$ cat src/rtl/uart_tx_fifo.sv
// FIFO-buffered UART transmitter: bytes queue through a valid/ready port and are
// serialised LSB first with configurable data width, parity and stop bits.
module uart_tx_fifo #(
   parameter int CLK_FREQ   = 100_000_000,
   parameter int BAUD_RATE  = 115200,
   parameter int DATA_BITS  = 8,
   parameter int PARITY     = 0,
   parameter int STOP_BITS  = 1,
   parameter int FIFO_DEPTH = 16,
   localparam int AW        = $clog2(FIFO_DEPTH)
) (
   input  logic          clk,
   input  logic          rst_n,
   input  logic [7:0]    wr_data,
   input  logic          wr_valid,
   output logic          wr_ready,
   output logic          tx,
   output logic          busy,
   output logic          tx_done,
   output logic [AW:0]   fifo_count
);
   localparam int DIV = CLK_FREQ / BAUD_RATE;
   localparam int CW  = $clog2(DIV);
   localparam logic [7:0] MASK = 8'((1 << DATA_BITS) - 1);

   typedef enum logic [2:0] {IDLE, START, DATA, PAR, STOP} state_t;

   state_t          state;
   logic [7:0]      mem [FIFO_DEPTH];
   logic [AW-1:0]   wr_ptr, rd_ptr;
   logic [7:0]      head, shreg;
   logic            head_par, par_bit;
   logic [CW-1:0]   baud_cnt;
   logic [2:0]      bit_idx;
   logic            stop_idx;
   logic            bit_end, last_stop, push, pop;

   // Unused high bits are cleared on entry so the shifter and parity see only DATA_BITS.
   assign head      = mem[rd_ptr];
   assign head_par  = (PARITY == 1) ? ~^head : ^head;
   assign bit_end   = (baud_cnt == CW'(DIV - 1));
   assign last_stop = (stop_idx == 1'(STOP_BITS - 1));
   assign wr_ready  = (fifo_count != (AW+1)'(FIFO_DEPTH));
   assign push      = wr_valid & wr_ready;
   assign pop       = (fifo_count != '0) &&
                      ((state == IDLE) || (state == STOP && bit_end && last_stop));

   always_ff @(posedge clk) begin
      if (push) mem[wr_ptr] <= wr_data & MASK;
   end

   always_ff @(posedge clk or negedge rst_n) begin
      if (!rst_n) begin
         wr_ptr     <= '0;
         rd_ptr     <= '0;
         fifo_count <= '0;
      end else begin
         if (push) wr_ptr <= wr_ptr + 1'b1;
         if (pop)  rd_ptr <= rd_ptr + 1'b1;
         case ({push, pop})
            2'b10:   fifo_count <= fifo_count + 1'b1;
            2'b01:   fifo_count <= fifo_count - 1'b1;
            default: ;
         endcase
      end
   end

   always_ff @(posedge clk or negedge rst_n) begin
      if (!rst_n) begin
         state    <= IDLE;
         tx       <= 1'b1;
         busy     <= 1'b0;
         tx_done  <= 1'b0;
         baud_cnt <= '0;
         bit_idx  <= '0;
         stop_idx <= 1'b0;
         shreg    <= '0;
         par_bit  <= 1'b0;
      end else begin
         tx_done  <= 1'b0;
         baud_cnt <= bit_end ? '0 : baud_cnt + 1'b1;
         case (state)
            IDLE: begin
               baud_cnt <= '0;
               tx       <= 1'b1;
               if (pop) begin
                  shreg   <= head;
                  par_bit <= head_par;
                  state   <= START;
                  tx      <= 1'b0;
                  busy    <= 1'b1;
               end
            end
            START: if (bit_end) begin
               state   <= DATA;
               tx      <= shreg[0];
               bit_idx <= '0;
            end
            DATA: if (bit_end) begin
               if (bit_idx == 3'(DATA_BITS - 1)) begin
                  if (PARITY != 0) begin
                     state <= PAR;
                     tx    <= par_bit;
                  end else begin
                     state    <= STOP;
                     tx       <= 1'b1;
                     stop_idx <= 1'b0;
                  end
               end else begin
                  bit_idx <= bit_idx + 1'b1;
                  shreg   <= shreg >> 1;
                  tx      <= shreg[1];
               end
            end
            PAR: if (bit_end) begin
               state    <= STOP;
               tx       <= 1'b1;
               stop_idx <= 1'b0;
            end
            STOP: begin
               // Registered pulse: raised one edge early so it lands on the final stop cycle.
               if (last_stop && baud_cnt == CW'(DIV - 2)) tx_done <= 1'b1;
               if (bit_end) begin
                  if (!last_stop) begin
                     stop_idx <= stop_idx + 1'b1;
                  end else if (pop) begin
                     shreg   <= head;
                     par_bit <= head_par;
                     state   <= START;
                     tx      <= 1'b0;
                  end else begin
                     state <= IDLE;
                     busy  <= 1'b0;
                  end
               end
            end
            default: state <= IDLE;
         endcase
      end
   end
endmodule

$ cat config.mk
export PLATFORM = sky130hd
export DESIGN_NAME = uart_tx_fifo
export DESIGN_NICKNAME = d
export VERILOG_FILES = /design/src/rtl/uart_tx_fifo.sv
export SDC_FILE = /design/constraint.sdc
export NUM_CORES = 1
export LEC_CHECK = 0
export CAP_MARGIN = 5
export CORE_MARGIN = 1.5
export CORE_UTILIZATION = 49
export CTS_BUF_LIST = sky130_fd_sc_hd__clkbuf_4 sky130_fd_sc_hd__clkbuf_8
export CTS_CLUSTER_SIZE = 30
export DETAILED_ROUTE_END_ITERATION = 10
export HOLD_SLACK_MARGIN = 0.15
export PLACE_DENSITY_LB_ADDON = 0.2
export SYNTH_ARGS = -nofsm -noshare
export SYNTH_HDL_FRONTEND = slang
export SYNTH_SLANG_ARGS = --single-unit
$ cat constraint.sdc
create_clock -name clk -period 8.25 [get_ports clk]
set_clock_uncertainty 0.15 [all_clocks]
set_input_delay 1.65 -clock clk [delete_from_list [all_inputs] [get_ports clk]]
set_output_delay 1.65 -clock clk [all_outputs]
set_load 0.01 [all_outputs]
Word level (Yosys, flattened, before mapping)
Memory sizes are Yosys's and may differ from the RTL's.
Index checks and enable logic that the tools add are counted.
{"block": "totals", "regBits": 41, "latchBits": 0, "ram_bits": 128, "mem_bits_ro": 0, "in_bits": 11, "n_memories": 1}
{"block": "op_classes", "addsub": 7, "n_mul": 0, "div_mod_pow": 0, "order_cmp": 0, "n_eq_ne": 20, "shift": 0, "n_mux": 46, "bitwise_logic": 2, "n_reduce_logical": 19}
{"memory": "mem", "words": 16, "word_bits": 8, "read_ports": 1, "rd_ports_with_merged_regs": 0, "wr": 1, "line_no": "29", "text": "logic [7:0] mem [FIFO_DEPTH];"}
{"op": "two-way mux 8 bit", "count": 5}
{"op": "two-way mux 3 bit", "count": 10}
{"op": "case mux 8 bit (3 select lines)", "count": 1}
{"op": "two-way mux 1 bit", "count": 22}
{"op": "== test 10 bit, second input constant", "count": 2}
{"op": "two-way mux 10 bit", "count": 2}
{"op": "!= test 2 bit, second input constant", "count": 10}
{"op": "case mux 3 bit (5 select lines)", "count": 1}
{"op": "AND reduction 5 bit", "count": 3}
{"op": "AND reduction 7 bit", "count": 2}
{"op": "adder 10 x 1 -> 10 bit, second input constant", "count": 1}
{"op": "case mux 5 bit (2 select lines)", "count": 1}
{"op": "nonzero test 5 bit", "count": 2}
{"op": "adder 4 x 1 -> 4 bit, second input constant", "count": 2}
{"op": "== test 3 x 2 -> 1 bit, second input constant", "count": 2}
{"op": "== test 3 bit, second input constant", "count": 2}
{"op": "case mux 3 bit (2 select lines)", "count": 1}
{"op": "nonzero test 2 bit", "count": 3}
{"op": "nonzero test 3 bit", "count": 2}
{"op": "adder 5 x 1 -> 5 bit, second input constant", "count": 1}
{"op": "!= test 5 bit, second input constant", "count": 1}
{"op": "case mux 1 bit (5 select lines)", "count": 1}
{"op": "subtractor 5 x 1 -> 5 bit, second input constant", "count": 1}
{"op": "logical AND 1 bit", "count": 4}
{"op": "12 further kinds", "count": 12}

Logic depth before layout (Yosys ltp)
{"block": "depth", "word_depth": 9, "ltp_mapped": 13, "mapped_depth_nobuf": 12}

Worst setup path before layout
Ideal clock, no wire load.
{"block": "synth_path", "path_kind": "in2reg", "start": "input port wr_valid", "end": "register fifo_count[4]", "setup_time_ns": 0.123, "t_arrival_ns": 3.411, "setup_slack_ns": 4.566, "stages": 10, "path_buffers": 1, "cell_sequence": "a21boi_1 inv_1 ha_1 clkbuf_1 xor2_1 ha_1 and3b_1 o21ai_0 a21oi_1 xnor2_1"}
{"block": "synth_between", "elab_chain_cells": 3}
{"element": "start: declaration", "line_no": "15", "text": "input logic wr_valid,"}
{"element": "AND 1 bit (*)", "line_no": "44", "text": "assign push = wr_valid & wr_ready;"}
{"element": "== test 2 x 1 -> 1 bit or == test 2 bit (tied branches)", "line_no": "60", "text": "case ({push, pop})"}
{"element": "case mux 5 bit (2 select lines) or nonzero test 2 bit (tied branches)"}
{"element": "end signal: assignment", "line_no": "61", "text": "2'b10: fifo_count <= fifo_count + 1'b1;"}
{"element": "end signal: assignment", "line_no": "62", "text": "2'b01: fifo_count <= fifo_count - 1'b1;"}
{"element": "end: declaration", "line_no": "20", "text": "output logic [AW:0] fifo_count"}
Every way passes the cells marked *; elsewhere a longest branch is shown, timed or not.
A chain may end at the register's enable or synchronous reset.

Worst setup path after layout
Same ends and word-level chain as after synthesis.

==> metrics <==
status finished clean; initial antenna violation count 0; Top Layer Used met4; setup TNS 0 ps; crit end category register; Yosys reg bits 168; Final setup viols 0; Worst slew margin 24.9%; global route overflow 0; FFs w/ async S/R, synth between 20% and 30%; final instance area 0.00786 mm2; vias per cell 5.83; vias in the first global route 4007; dpl hpwl 9130 um; metal3 WL 1020 um; total vias in the final route 3960; area occupied by multi-input gates 0.00214 mm2; Seq/Total Area, Yosys 67.9%; setup bufs post-CTS 0; Post-Syn Nets ~490; pre-CTS setup slack 3640 ps; htree depth 4; M1 wire length between 6000 and 7000 um; max-cap viol count 0; CP required 8440 ps; worst r2r src state[0]$_DFFE_PN0P_; clock tree buffer depth 2; # hold bufs at CTS 0; CTS Sinks roughly 170; Cell Area, Placed 0.00745 mm2; I/O Buffers 19; register area 0.00485 mm2; routability cong. 0.852; Post-synth EDFFs 128; Starting Density 50.8%; CTS tree yes; Crit Path Category input port to register; final hold violations 0; library cells used by synthesis 58; Tightest Hold Check Type register to register; top cells by area, synth edfxtp_1 54%, dfrtp_1 14%, mux2i_1 7.9%; Nets 510; Most Frequent Cell on Critical Path ha_1; met2 WL 6750 um; largest net degree at the start of global routing 41; crit path launch type input port; CTS Root Cell clkbuf_8; die height 124 um; DRT Wirelength 14100 um; Max stage delay cell, worst path a21boi_1; peak supply drop 200 uV; FP Rows 43; cell taking the most area after synthesis edfxtp_1; fillers 1137; Post-synth top cells 128 x edfxtp_1, 56 x mux2i_1, 39 x dfrtp_1; critical path peak fanout 9; critical path arrival 4250 ps; die footprint 0.0153 mm2; RSZ-0062 raised after global routing no; Clock Latency Late Sink 460 ps; chip width 124 um; drt pass-1 iters 4; Worst Setup SP wr_valid; Slew @ Worst Pin ~1100 ps; Routed Antenna Nets 0; Syn Inst Count roughly 470; Top FF cell, synth edfxtp_1; R2R setup slack 4780 ps; # DRC 0; gr usage total 20.2%; Ys Warns 0; Final min period 4060 ps; fmax 0.246 GHz; hold_sp baud_cnt[0]$_DFF_PN0_; # IOs 20; CP max stage delay ~710 ps; synthesized area per cell 15.2 um2; share of the synthesized area in the top cell type 53.8%; Routed WL per cell 20.8 um; cell with the most instances after synthesis edfxtp_1; Final Power 1.87 mW; share of cells above drive strength 1 11.0%; Resized cells post-CTS 0; Area Overhead vs Synth 10.1%; crit share post-route approximately half; initial DRC count 306; pwr dens 237 mW/mm2; CP cell instances clkdlybuf4s50_1, a21boi_1, inv_1, ha_1, xor2_1, ha_1, and3b_1, o21ai_0, a21oi_1, xnor2_1; # diodes 0; cell area after synthesis 0.00714 mm2; Pleak 2.58 nW; total CTS buffers 17; core area 0.0140 mm2; post-route setup slack 4190 ps; global-route wire length before repair 22100 um; Slew Viols, Final 0; clk slew on worst S/H paths 80 ps
[flip-flops by register name, summed over array words and instances (netlist names)]
signal / cells
tx_done: 1
baud_cnt: 10
busy: 1
fifo_count: 5
state: 3
wr_ptr: 4
mem: 128
rd_ptr: 4
shreg: 8
bit_idx: 3
tx: 1
[area by class of cell]
cell class | instances | area share (%)
Clock buffer | 17 | 2.98
Timing Repair Buffer | 22 | 2.61
Multi-Input combinational cell | 268 | 27.2
Clock inverter | 14 | 2.20
Tap cell | 180 | 2.87
Inverter | 10 | 0.478
Sequential cell | 168 | 61.7
[metal layers]
layer	GRT usage (%)	up-vias
li1	-	1856
met1	27.2	1964
met2	30.9	123
met3	5.31	17
met4	9.34	0
met5	0	-
[cell families (layout without fill, tap and decap cells)]
kind of cell / after synthesis / after routing / synth area share (%)
fa+ha+maj: 12 / 12 / 2.10
xor+xnor: 21 / 21 / 2.58
buf+inv: 33 / 63 / 2.19
mux: 64 / 64 / 9.95
compound gates: 78 / 78 / 7.96
simple gates: 93 / 93 / 7.34
flops: 168 / 168 / 67.9
[worst max-delay path: cells and delay by family]
family	cells	cell delay (ps)
AO/OA/AOI/OAI	3	960
buffers and inverters	2	600
adder cells (fa/ha/maj)	2	570
XOR/XNOR	2	310
AND/OR/NAND/NOR	1	170
[through the flow]
stage               hold slack [ps]  util [%]  instances
global route                    394      56.0        679
floorplan                       317         -        469
CTS                             377      55.9        678
global placement                346      53.0        647
detailed placement              356      53.0        647
finish                          372      56.0        679
[layout by cell type (no fill, tap or decap), types with 8 or more instances in the layout]
cell type,synthesis,routed
edfxtp_1,128,128
mux2i_1,56,56
dfrtp_1,39,38
nor2_1,29,29
a22oi_1,28,28
clkdlybuf4s50_1,0,18
clkbuf_8,0,17
nand3_1,14,14
ha_1,12,12
xor2_1,11,11
xnor2_1,10,10
inv_1,9,9
a21oi_1,9,9
nand2_1,8,8
a32oi_1,8,8
a211oi_1,8,8
a31oi_1,8,8
[worst paths after layout]
check                                            endpoint  cells past startpoint
worst max-delay path            fifo_count[4]$_DFFE_PN0P_                     10
worst min-delay path                baud_cnt[0]$_DFF_PN0_                      1
worst max register to register  fifo_count[4]$_DFFE_PN0P_                     11
max in group asynchronous           rd_ptr[2]$_DFFE_PN0N_                      1
worst min register to register      baud_cnt[0]$_DFF_PN0_                      1
min in group asynchronous       fifo_count[2]$_DFFE_PN0P_                      1
[power breakdown]
group	switching [mW]	internal [mW]	total [mW]
clock network	0.307	0.301	0.607
logic	0.123	0.0809	0.204
registers	0.0559	0.999	1.05
total	0.485	1.38	1.87
(Power assumes the default switching activity.)
